File: src/rtl/axis_framer_pkg.sv
// Shared types and constants for the AXI4-Stream packet framer.
// Revision: 1.0
`default_nettype none

package axis_framer_pkg;

  typedef enum logic [1:0] {
    PASS    = 2'd0,
    TRL_CNT = 2'd1,
    TRL_CHK = 2'd2
  } framer_state_e;

  // Order in which the trailer words follow the payload.
  localparam int unsigned TRL_WORDS   = 2;
  localparam int unsigned TRL_POS_CNT = 0;
  localparam int unsigned TRL_POS_CHK = 1;

endpackage

`default_nettype wire

File: src/rtl/axis_out_reg.sv
// Registered AXI4-Stream output slice: data, tlast and tvalid loaded when the slot is free.
// Revision: 1.0
`default_nettype none

module axis_out_reg #(
  parameter int DATA_WIDTH = 32
) (
  input  logic                  clk_i,
  input  logic                  rst_i,
  input  logic                  valid_i,
  input  logic                  last_i,
  input  logic [DATA_WIDTH-1:0] data_i,
  input  logic                  ready_i,
  output logic                  valid_o,
  output logic                  last_o,
  output logic [DATA_WIDTH-1:0] data_o,
  output logic                  load_o
);

  logic                  valid_q;
  logic                  last_q;
  logic [DATA_WIDTH-1:0] data_q;

  assign load_o  = ~valid_q | ready_i;
  assign valid_o = valid_q;
  assign last_o  = last_q;
  assign data_o  = data_q;

  // tlast is qualified by valid so it never lingers on an idle bus.
  always_ff @(posedge clk_i or posedge rst_i) begin
    if (rst_i) begin
      valid_q <= 1'b0;
      last_q  <= 1'b0;
      data_q  <= '0;
    end else if (load_o) begin
      valid_q <= valid_i;
      last_q  <= valid_i & last_i;
      if (valid_i) begin
        data_q <= data_i;
      end
    end
  end

endmodule

`default_nettype wire

File: src/rtl/axis_packet_framer.sv
// AXI4-Stream framer: forwards payload, appends word-count and XOR-checksum trailers,
// and splits packets longer than MAX_PKT_WORDS. Revision: 1.0
`default_nettype none

module axis_packet_framer #(
  parameter int C_AXIS_TDATA_WIDTH = 32,
  parameter int CNT_WIDTH          = 16,
  parameter int MAX_PKT_WORDS      = 256
) (
  input  logic                            axis_aclk,
  input  logic                            axis_areset,
  input  logic [C_AXIS_TDATA_WIDTH-1:0]   s00_axis_tdata,
  input  logic [C_AXIS_TDATA_WIDTH/8-1:0] s00_axis_tstrb,
  input  logic                            s00_axis_tvalid,
  output logic                            s00_axis_tready,
  input  logic                            s00_axis_tlast,
  output logic [C_AXIS_TDATA_WIDTH-1:0]   m00_axis_tdata,
  output logic [C_AXIS_TDATA_WIDTH/8-1:0] m00_axis_tstrb,
  output logic                            m00_axis_tvalid,
  input  logic                            m00_axis_tready,
  output logic                            m00_axis_tlast,
  output logic                            pkt_done,
  output logic                            pkt_split
);

  import axis_framer_pkg::*;

  localparam logic [CNT_WIDTH-1:0] C_MAX_WORDS = CNT_WIDTH'(MAX_PKT_WORDS);

  framer_state_e                 state_q, state_d;
  logic [CNT_WIDTH-1:0]          cnt_q, cnt_d;
  logic [C_AXIS_TDATA_WIDTH-1:0] chk_q, chk_d;
  logic                          split_q, split_d;
  logic                          rdy_q;

  logic                          out_load;
  logic                          out_valid_d;
  logic                          out_last_d;
  logic [C_AXIS_TDATA_WIDTH-1:0] out_data_d;
  logic                          accept;
  logic                          at_limit;
  logic [CNT_WIDTH-1:0]          cnt_inc;
  logic                          unused_tstrb;

  assign unused_tstrb    = ^s00_axis_tstrb;
  assign cnt_inc         = cnt_q + CNT_WIDTH'(1);
  assign at_limit        = (cnt_inc == C_MAX_WORDS);
  assign s00_axis_tready = rdy_q & (state_q == PASS) & out_load;
  assign accept          = s00_axis_tvalid & s00_axis_tready;
  assign m00_axis_tstrb  = '1;
  assign pkt_done        = m00_axis_tvalid & m00_axis_tready & m00_axis_tlast;
  assign pkt_split       = split_q;

  always_ff @(posedge axis_aclk or posedge axis_areset) begin
    if (axis_areset) begin
      state_q <= PASS;
    end else begin
      state_q <= state_d;
    end
  end

  always_comb begin
    state_d = state_q;
    case (state_q)
      PASS:    if (accept && (s00_axis_tlast || at_limit)) state_d = TRL_CNT;
      TRL_CNT: if (out_load) state_d = TRL_CHK;
      TRL_CHK: if (out_load) state_d = PASS;
      default: state_d = PASS;
    endcase
  end

  always_comb begin
    out_valid_d = 1'b0;
    out_last_d  = 1'b0;
    out_data_d  = s00_axis_tdata;
    cnt_d       = cnt_q;
    chk_d       = chk_q;
    split_d     = 1'b0;
    case (state_q)
      PASS: begin
        out_valid_d = accept;
        if (accept) begin
          cnt_d   = cnt_inc;
          chk_d   = chk_q ^ s00_axis_tdata;
          split_d = at_limit & ~s00_axis_tlast;
        end
      end
      TRL_CNT: begin
        out_valid_d = 1'b1;
        out_data_d  = C_AXIS_TDATA_WIDTH'(cnt_q);
      end
      TRL_CHK: begin
        out_valid_d = 1'b1;
        out_last_d  = 1'b1;
        out_data_d  = chk_q;
        if (out_load) begin
          cnt_d = '0;
          chk_d = '0;
        end
      end
      default: begin
        cnt_d = '0;
        chk_d = '0;
      end
    endcase
  end

  // rdy_q holds off input acceptance until the first edge after reset release.
  always_ff @(posedge axis_aclk or posedge axis_areset) begin
    if (axis_areset) begin
      cnt_q   <= '0;
      chk_q   <= '0;
      split_q <= 1'b0;
      rdy_q   <= 1'b0;
    end else begin
      cnt_q   <= cnt_d;
      chk_q   <= chk_d;
      split_q <= split_d;
      rdy_q   <= 1'b1;
    end
  end

  axis_out_reg #(
    .DATA_WIDTH (C_AXIS_TDATA_WIDTH)
  ) u_out_reg (
    .clk_i   (axis_aclk),
    .rst_i   (axis_areset),
    .valid_i (out_valid_d),
    .last_i  (out_last_d),
    .data_i  (out_data_d),
    .ready_i (m00_axis_tready),
    .valid_o (m00_axis_tvalid),
    .last_o  (m00_axis_tlast),
    .data_o  (m00_axis_tdata),
    .load_o  (out_load)
  );

endmodule

`default_nettype wire

File: config.mk
export PLATFORM = sky130hd
export DESIGN_NAME = axis_packet_framer
export DESIGN_NICKNAME = d
export VERILOG_FILES = /design/src/rtl/axis_framer_pkg.sv /design/src/rtl/axis_out_reg.sv /design/src/rtl/axis_packet_framer.sv
export SDC_FILE = /design/constraint.sdc
export NUM_CORES = 1
export LEC_CHECK = 0
export BUFFER_PORTS_ARGS = -buffer_cell sky130_fd_sc_hd__buf_2
export CELL_PAD_IN_SITES_DETAIL_PLACEMENT = 1
export CELL_PAD_IN_SITES_GLOBAL_PLACEMENT = 2
export CORE_ASPECT_RATIO = 1.2
export CORE_MARGIN = 1
export CORE_UTILIZATION = 37
export DETAILED_ROUTE_END_ITERATION = 12
export GPL_ROUTABILITY_DRIVEN = 0
export PLACE_DENSITY_LB_ADDON = 0.1
export SLEW_MARGIN = 15
export SYNTH_ARGS = -nofsm -noshare
export SYNTH_HDL_FRONTEND = slang
export SYNTH_SLANG_ARGS = --single-unit
File: constraint.sdc
create_clock -name axis_aclk -period 7.69 [get_ports axis_aclk]
set_input_delay 0.769 -clock axis_aclk [delete_from_list [all_inputs] [get_ports axis_aclk]]
set_output_delay 0.769 -clock axis_aclk [all_outputs]
set_load 0.02 [all_outputs]
== After elaboration in Yosys (flattened, before gate mapping) ==
Index checks and enable logic that the tools add are counted.
Operators by class
  reduce and logical (&&, ||, !) cells: 7
  bitwise logic cells: 12
  eq/ne operators: 7
  add/subtract/negate cells: 1
  mux-type cells: 15
Operators with widths (count)
  one-hot mux 32 bit (3 select lines): 1
  2-to-1 mux 32 bit: 2
  one-hot mux 32 bit (2 select lines): 1
  one-hot mux 16 bit (3 select lines): 1
  2-to-1 mux 16 bit: 2
  XOR 32 bit: 1
  adder 16 x 1 -> 16 bit (second input constant): 1
  == test 16 x 9 -> 1 bit (second input constant): 1
  AND 1 bit: 7
  2-to-1 mux 2 bit: 3
  inequality test 2 bit (second input constant): 3
  one-hot mux 2 bit (3 select lines): 1
  AND reduction 3 bit: 2
  2-to-1 mux 1 bit: 3
  NOT 1 bit: 3
  == test 2 x 1 -> 1 bit (second input constant): 1
  == test 2 bit (second input constant): 1
  zero test 2 bit: 1
  inequality test 2 x 1 -> 1 bit (second input constant): 1
  one-hot mux 1 bit (2 select lines): 1
  AND reduction 2 bit: 1
  OR reduction 2 bit: 1
  logical AND 1 bit: 1
  logical OR 1 bit: 1
  bitwise OR 1 bit: 1
Storage, ports and cells
  word-level logic and storage cells: 50
  register bits: 86
  output and inout port bits: 41
  bits of input ports: 41

== Logic depth before layout (Yosys ltp) ==
Gate-level depths: netlist of the first run.
  depth in word-level cells: 7
  depth in mapped cells: 8
  depth with buffers taken out: 7

== Modules after synthesis ==
From an unflattened synthesis of the first run, not the netlist that was laid out.
Second synthesis, totals
  cells, all modules: 475
  area total of the unflattened synthesis: 4938.5 µm²
Modules (own cells, without submodules)
  axis_packet_framer: seq. area each 1301.2 µm², cells each 399, area each 3504.6 µm², instances 1
  axis_out_reg: seq. area each 850.8 µm², cells each 76, area each 1433.9 µm², instances 1

== Least setup slack after synthesis of the first run ==
Ideal clock, no wire load.
  kind: flip-flop to output port
  start: register state_q[0]
  end: output s00_axis_tready
  path slack: 5.269 ns
  cell stages (with the launch flop): 6
  data arrival time: 1.652 ns
  required time: 6.921 ns
  buffers on the path: 2
  cell sequence: dfrtp_1 inv_1 ha_1 clkbuf_1 buf_1 and3_1
On the way
  cells in the longest elaborated chain, start to end: 3
RTL lines
  from (decl): line axis_packet_framer.sv:30  | framer_state_e state_q, state_d;
  from (signal assigned): line axis_packet_framer.sv:58  | state_q <= state_d;
  zero test 2 bit: line axis_packet_framer.sv:48  | assign s00_axis_tready = rdy_q & (state_q == PASS) & out_load;
  AND 1 bit (2 in a row): line axis_packet_framer.sv:48
  to (decl): line axis_packet_framer.sv:15  | output logic s00_axis_tready,
No other way between the ends.

== Final worst setup path of the first run ==
  start: register state_q[1]
  end: register u_out_reg.data_q[5], in the netlist u_out_reg.data_o[5]
On the way
  cells in the longest elaborated chain, start to end: 6
  elaborated cells between the ends (all ways): 10
  those cells by class: eq/ne (2); mux (2); bitwise (3); reduce/logical (3)
RTL lines
  zero test 2 bit: line axis_packet_framer.sv:48, axis_packet_framer.sv:79
  AND 1 bit (2 in a row): line axis_packet_framer.sv:48
  AND 1 bit: line axis_packet_framer.sv:49  | assign accept = s00_axis_tvalid & s00_axis_tready;
  one-hot mux 1 bit (2 select lines): line axis_packet_framer.sv:79  | case (state_q)
  AND reduction 2 bit (no line)
  to (signal assigned): line axis_out_reg.sv:39  | data_q <= data_i;
  to (decl): line axis_out_reg.sv:22  | logic [DATA_WIDTH-1:0] data_q;
Parallel ways exist; a longest one is shown, timed or not.
A chain may end at the register's enable or synchronous reset.

==> results of run 1 <==
[area by class of cell]
cell class	count	area, um2
fillers	1462	6800
flip-flops and latches	86	2150
repair buffers	77	395
clock inverters	3	17.5
inverters	5	20.0
well taps	161	201
clock buffers	13	270
multi-input cells	377	2250
[per-stage QoR]
step | worst slack, ns | cell area, um2
after floorplan | 4.70 | 4620
after global placement | 4.70 | 5020
after detailed placement | 4.68 | 5020
after CTS | 4.77 | 5310
after global routing | 4.56 | 5310
final | 4.84 | 5310
[cells in the final DEF, fill, tap and decap left out, types with 5 or more instances in the layout]
cell type  count
clkbuf_16      9
o21ai_0       58
nor2b_1       19
conb_1         5
nand3_1        9
ha_1           6
a22o_1         5
o31ai_1        5
a22oi_1       16
nor2_1        41
a31oi_1       19
xor2_1        33
buf_2         73
nand2_1       98
dfrtp_1       86
[cell usage after synthesis, drive strengths merged (4+ instances only)]
| cell type | instances | area [um2] |
|---|---|---|
| xor2 | 33 | 289 |
| nand2 | 99 | 374 |
| o31ai | 5 | 37.5 |
| nor4 | 6 | 58.8 |
| buf | 15 | 92.6 |
| a22oi | 16 | 120 |
| nand3 | 11 | 72.6 |
| o21ai | 58 | 290 |
| a22o | 5 | 43.8 |
| nor3 | 5 | 25.0 |
| inv | 5 | 18.8 |
| ha | 8 | 100 |
| nor2 | 41 | 154 |
| clkbuf | 31 | 118 |
| a31oi | 19 | 119 |
| a21o | 4 | 30.0 |
| dfrtp | 86 | 2150 |
| nor2b | 19 | 119 |
| nand4 | 6 | 65.1 |
[path summary, 6_finish.rpt]
path                                      start                    to  slack, ns  depth (start not counted)
max                                  state_q[1]   u_out_reg.data_o[5]       4.84                          7
min                                 axis_areset   u_out_reg.data_o[3]       0.41                          2
max reg2reg                          state_q[1]   u_out_reg.data_o[5]       4.84                          7
min reg2reg                u_out_reg.data_o[19]  u_out_reg.data_o[19]       0.47                          2
max in group asynchronous           axis_areset             chk_q[24]       6.12                          3
min in group axis_aclk     u_out_reg.data_o[19]  u_out_reg.data_o[19]       0.47                          2
[logic make-up after synthesis]
family	Yosys count	synth area share
AOI/OAI and AO/OA	127	0.178
xor gates and xnor gates	36	0.0684
adders and majority gates	8	0.0217
buffers and inverters	51	0.0497
DFF	86	0.467
muxes	3	0.00706
other	1	0.000814
and+or+nand+nor	198	0.207
[report_power, final]
group          internal, W  switching [W]
Clock             0.000245       0.000176
Combinational     0.000377       0.000775
Sequential        0.000635       0.000143
Total              0.00126        0.00109
[state kept, by name, summed over array words and instances (netlist names)]
register and cells:
chk_q 32, u_out_reg.data_o 32, cnt_q 16, state_q 2, pkt_split 1, rdy_q 1, u_out_reg.last_o 1, u_out_reg.valid_o 1
[critical path: cells and delay by family (launching register included)]
kind	cells	cell delay (ns)
compound gates	2	0.23
fa+ha+maj	1	0.32
simple gates	2	1.07
buf+inv	2	0.60
flops	1	0.42
[metal layers]
metal	global-route usage	up-vias	wire length [um]
met5	0	-	0
met2	0.312	50	5570
met1	0.277	1868	5600
met4	0.0664	0	167
li1	-	1840	-
met3	0.0251	11	283
==> impl_metrics.json, run 1 <==
{
  "power_w": 0.00235,
  "start_kind": "flop",
  "synth_ff_type": "dfrtp_1",
  "first_pass_iters": 4,
  "cp.arrival_ns": 3.02,
  "ios": 82,
  "io_buffers": 73,
  "synth_cell_types": 56,
  "max_freq_ghz": 0.351,
  "routed_via_density": 5.22,
  "antennaDiodeCount": 0,
  "irDropWorstVdd_v": 0.000351,
  "path_class": "reg2reg",
  "clkTransAtPathRegs_ns": 0.06,
  "cts_root_buffer": "clkbuf_16",
  "remaining_drc_errors": 0,
  "layout-drive-gt1-share": 0.200,
  "grt_max_degree": 66,
  "synth_warnings": 0,
  "setup_tns_ns": 0,
  "crit_slowest_cell": "or3_2",
  "maxCapViolations": 0,
  "dr.first_iter.drc_count": 90,
  "critical_path_peak_fanout": 65,
  "initial_utilization": 0.381,
  "worst_slew_pin_slew_ns": 1.02,
  "rows": 44,
  "insertion_delay_ns": 0.34,
  "cts_tree": "built",
  "post_cts_resized": 0,
  "placedCellCount": 706,
  "final_nets": 605,
  "grt_usage": 0.197,
  "final_util": 0.439,
  "hold_viol": 0,
  "slew_headroom": 0.322,
  "crit_required_ns": 7.86,
  "finalCriticalPeriod_ns": 2.85,
  "syn_inst": 510,
  "via_count": 3769,
  "synth.avg_cell_area_um2": 9.04,
  "min_period_over_period": 0.371,
  "p_leak_nw": 2.42,
  "core_mm2": 0.0121,
  "wl_um": 11600,
  "path_cells": "inv_1, ha_2, buf_4, a31oi_1, or3_2, nand2_1, o21ai_0",
  "area_growth_pct": 15.2,
  "postRouteAntennaNets": 0,
  "die_w_um": 104,
  "p_per_area_mw_per_mm2": 442,
  "numCtsBuffers": 9,
  "cts.sinks": 86,
  "die_h_um": 124,
  "grt_pass1_wl_um": 20300,
  "synthArstFlopShare": 1.00,
  "rsz0062_at_grt": "no",
  "fp.dieArea_mm2": 0.0129,
  "post_cts_buffers": 0,
  "cts_max_level": 3,
  "first_global_vias": 3896,
  "status": "finished clean",
  "ys_seq_area_frac": 0.467,
  "clk_path_buf_depth": 2,
  "synth_seq_cells": 86,
  "synth_area_mm2": 0.00461,
  "fin_hold_ws_ns": 0.406,
  "fin_worst_skew_ns": 0.00733,
  "cpPeakStageDelay_ns": 0.88,
  "synth_edf_count": 0,
  "hold_class": "in2async",
  "overflow": 0,
  "wl_per_cell_um": 16.1,
  "post-dp-hpwl_um": 7640,
  "setup_viol": 0,
  "report.final.slew_viol_count": 0,
  "worstSetupEndpointType": "flop",
  "antenna_found_initial": 0,
  "fin_cells": 722,
  "ctsHoldBuffers": 0
}
Power figures use the tool's default switching activity.
==> run 2, diff against run 1 <==
Settings changed: CORE_UTILIZATION 37 to 34.
Clock period 7.69 ns to 3 ns, I/O delays scaled along.
==> impl_metrics.json, run 2 (same netlist as run 1, synthesis figures left out) <==
{
  "setup_viol": 0,
  "maxCapViolations": 0,
  "hold_path_depth": 3,
  "antenna_found_initial": 0,
  "die_w_um": 108,
  "status": "finished clean",
  "grt_usage": 0.182,
  "max_freq_ghz": 0.411,
  "finalCriticalPeriod_ns": 2.44,
  "grt_max_degree": 65,
  "irDropWorstVdd_v": 0.000447,
  "post_cts_buffers": 0,
  "cts_root_buffer": "clkbuf_16",
  "place_ws_ns": 0.540,
  "fin_cells": 739,
  "rsz0062_at_grt": "no",
  "post-dp-hpwl_um": 8250,
  "report.final.slew_viol_count": 0,
  "layout_commonest_cell": "nand2_1",
  "rrSetupSlack_ns": 0.56,
  "overflow": 0,
  "placedCellCount": 722,
  "remaining_drc_errors": 0,
  "routed_via_density": 5.10,
  "worstHoldStart": "s00_axis_tdata[15]",
  "cts_max_level": 3,
  "critical_path_peak_fanout": 64,
  "layout_common_cells": "nand2_1, dfrtp_1, buf_2",
  "clkTransAtPathRegs_ns": 0.06,
  "worstSetupStartpoint": "state_q[0]",
  "hold_class": "in2reg",
  "grt_pass1_wl_um": 19900,
  "cts.sinks": 86,
  "initial_utilization": 0.348,
  "path_class": "reg2reg",
  "slew_headroom": 0.596,
  "wl_per_cell_um": 16.2,
  "worstSetupEndpointType": "flop",
  "ios": 82,
  "antennaDiodeCount": 0,
  "fin_worst_skew_ns": 0.00409,
  "rr_startpoint": "state_q[0]",
  "final_nets": 615,
  "r2r_cells": 7,
  "area_growth_pct": 17.9,
  "cts_tree": "built",
  "first_global_vias": 3952,
  "whs_endpoint": "u_out_reg.data_o[15]",
  "die_h_um": 130,
  "via_count": 3768,
  "first_pass_iters": 4,
  "fin_hold_ws_ns": 0.268,
  "worst_slew_pin_slew_ns": 0.606,
  "start_kind": "flop",
  "postRouteAntennaNets": 0,
  "crit_required_ns": 3.18,
  "setup_tns_ns": 0,
  "io_buffers": 73,
  "dr.first_iter.drc_count": 102,
  "rows": 46,
  "wl_um": 12000,
  "fin_ws_ns": 0.565,
  "fp.dieArea_mm2": 0.0140,
  "layout-drive-gt1-share": 0.210,
  "cp.arrival_ns": 2.62,
  "p_per_area_mw_per_mm2": 1150,
  "insertion_delay_ns": 0.34,
  "min_period_over_period": 0.812,
  "timing.rr.end": "u_out_reg.data_o[4]",
  "hold_viol": 0,
  "clk_path_buf_depth": 2,
  "p_leak_nw": 2.49,
  "core_mm2": 0.0132,
  "numCtsBuffers": 9
}
[run 2: cell types whose count changed in the layout (fill, tap and decap cells not counted)]
cell,delta
ha_2,-1
bufinv_16,+2
clkbuf_8,-2
clkinv_2,-1
dlygate4sd3_1,+1
clkinvlp_4,-1
clkinv_4,+2
buf_4,+9
ha_1,+1
[run 2: worst max-delay path by stage]
stage | to | slack (ns) | cells after the start
CTS | u_out_reg.data_o[12] | 0.54 | 7
floorplan | chk_q[0] | 0.48 | 1
detailed placement | u_out_reg.data_o[12] | 0.54 | 7
global route | u_out_reg.data_o[29] | 0.31 | 7
global placement | u_out_reg.data_o[1] | 0.58 | 7
finish | u_out_reg.data_o[4] | 0.56 | 7
[run 2: layout make-up]
class | count | area (um2)
Inverter | 5 | 20.0
Clock inverter | 5 | 82.6
Sequential cell | 86 | 2150
Multi-Input combinational cell | 377 | 2250
Tap cell | 168 | 210
Fill cell | 1565 | 7800
Clock buffer | 11 | 243
Timing Repair Buffer | 87 | 473
[run 2: stage by stage]
| stage | utilization | total power [W] | instance area, um2 |
|---|---|---|---|
| 2_1_floorplan | - | 0.00419 | 4620 |
| 3_3_place_gp | 0.385 | 0.00502 | 5100 |
| 3_5_place_dp | 0.385 | 0.00512 | 5100 |
| 4_1_cts | 0.410 | 0.00638 | 5430 |
| 5_1_grt | 0.410 | 0.00684 | 5430 |
| 6_report | 0.410 | 0.00624 | 5430 |
[run 2: report_power, final]
part	switching, W	leakage (nW)	internal (W)
registers	0.000354	1.10	0.00163
clock network	0.000466	0.160	0.000754
logic	0.00200	1.22	0.00104
total	0.00282	2.49	0.00342
[run 2: layer usage]
| layer | wire [um] | part of all wire | GRT usage |
|---|---|---|---|
| met1 | 5710 | 0.48 | 0.241 |
| met2 | 5860 | 0.49 | 0.308 |
| met3 | 252 | 0.021 | 0.0206 |
| met4 | 160 | 0.013 | 0.0668 |
| met5 | 0 | 0 | 0 |
[run 2: worst max-delay path: stages, from the launching register on]
cell and delay [ns]:
dfrtp_1 0.42, inv_1 0.14, ha_2 0.54, a31oi_1 0.16, or3_2 0.44, buf_4 0.30
nand2_1 0.13, o21ai_0 0.10
[run 2: what timing repair did]
action / in CTS / in global routing
hold buffers: 1 / 0
endpoints found under the hold margin: 22 / 0
resized for setup: 0 / 0
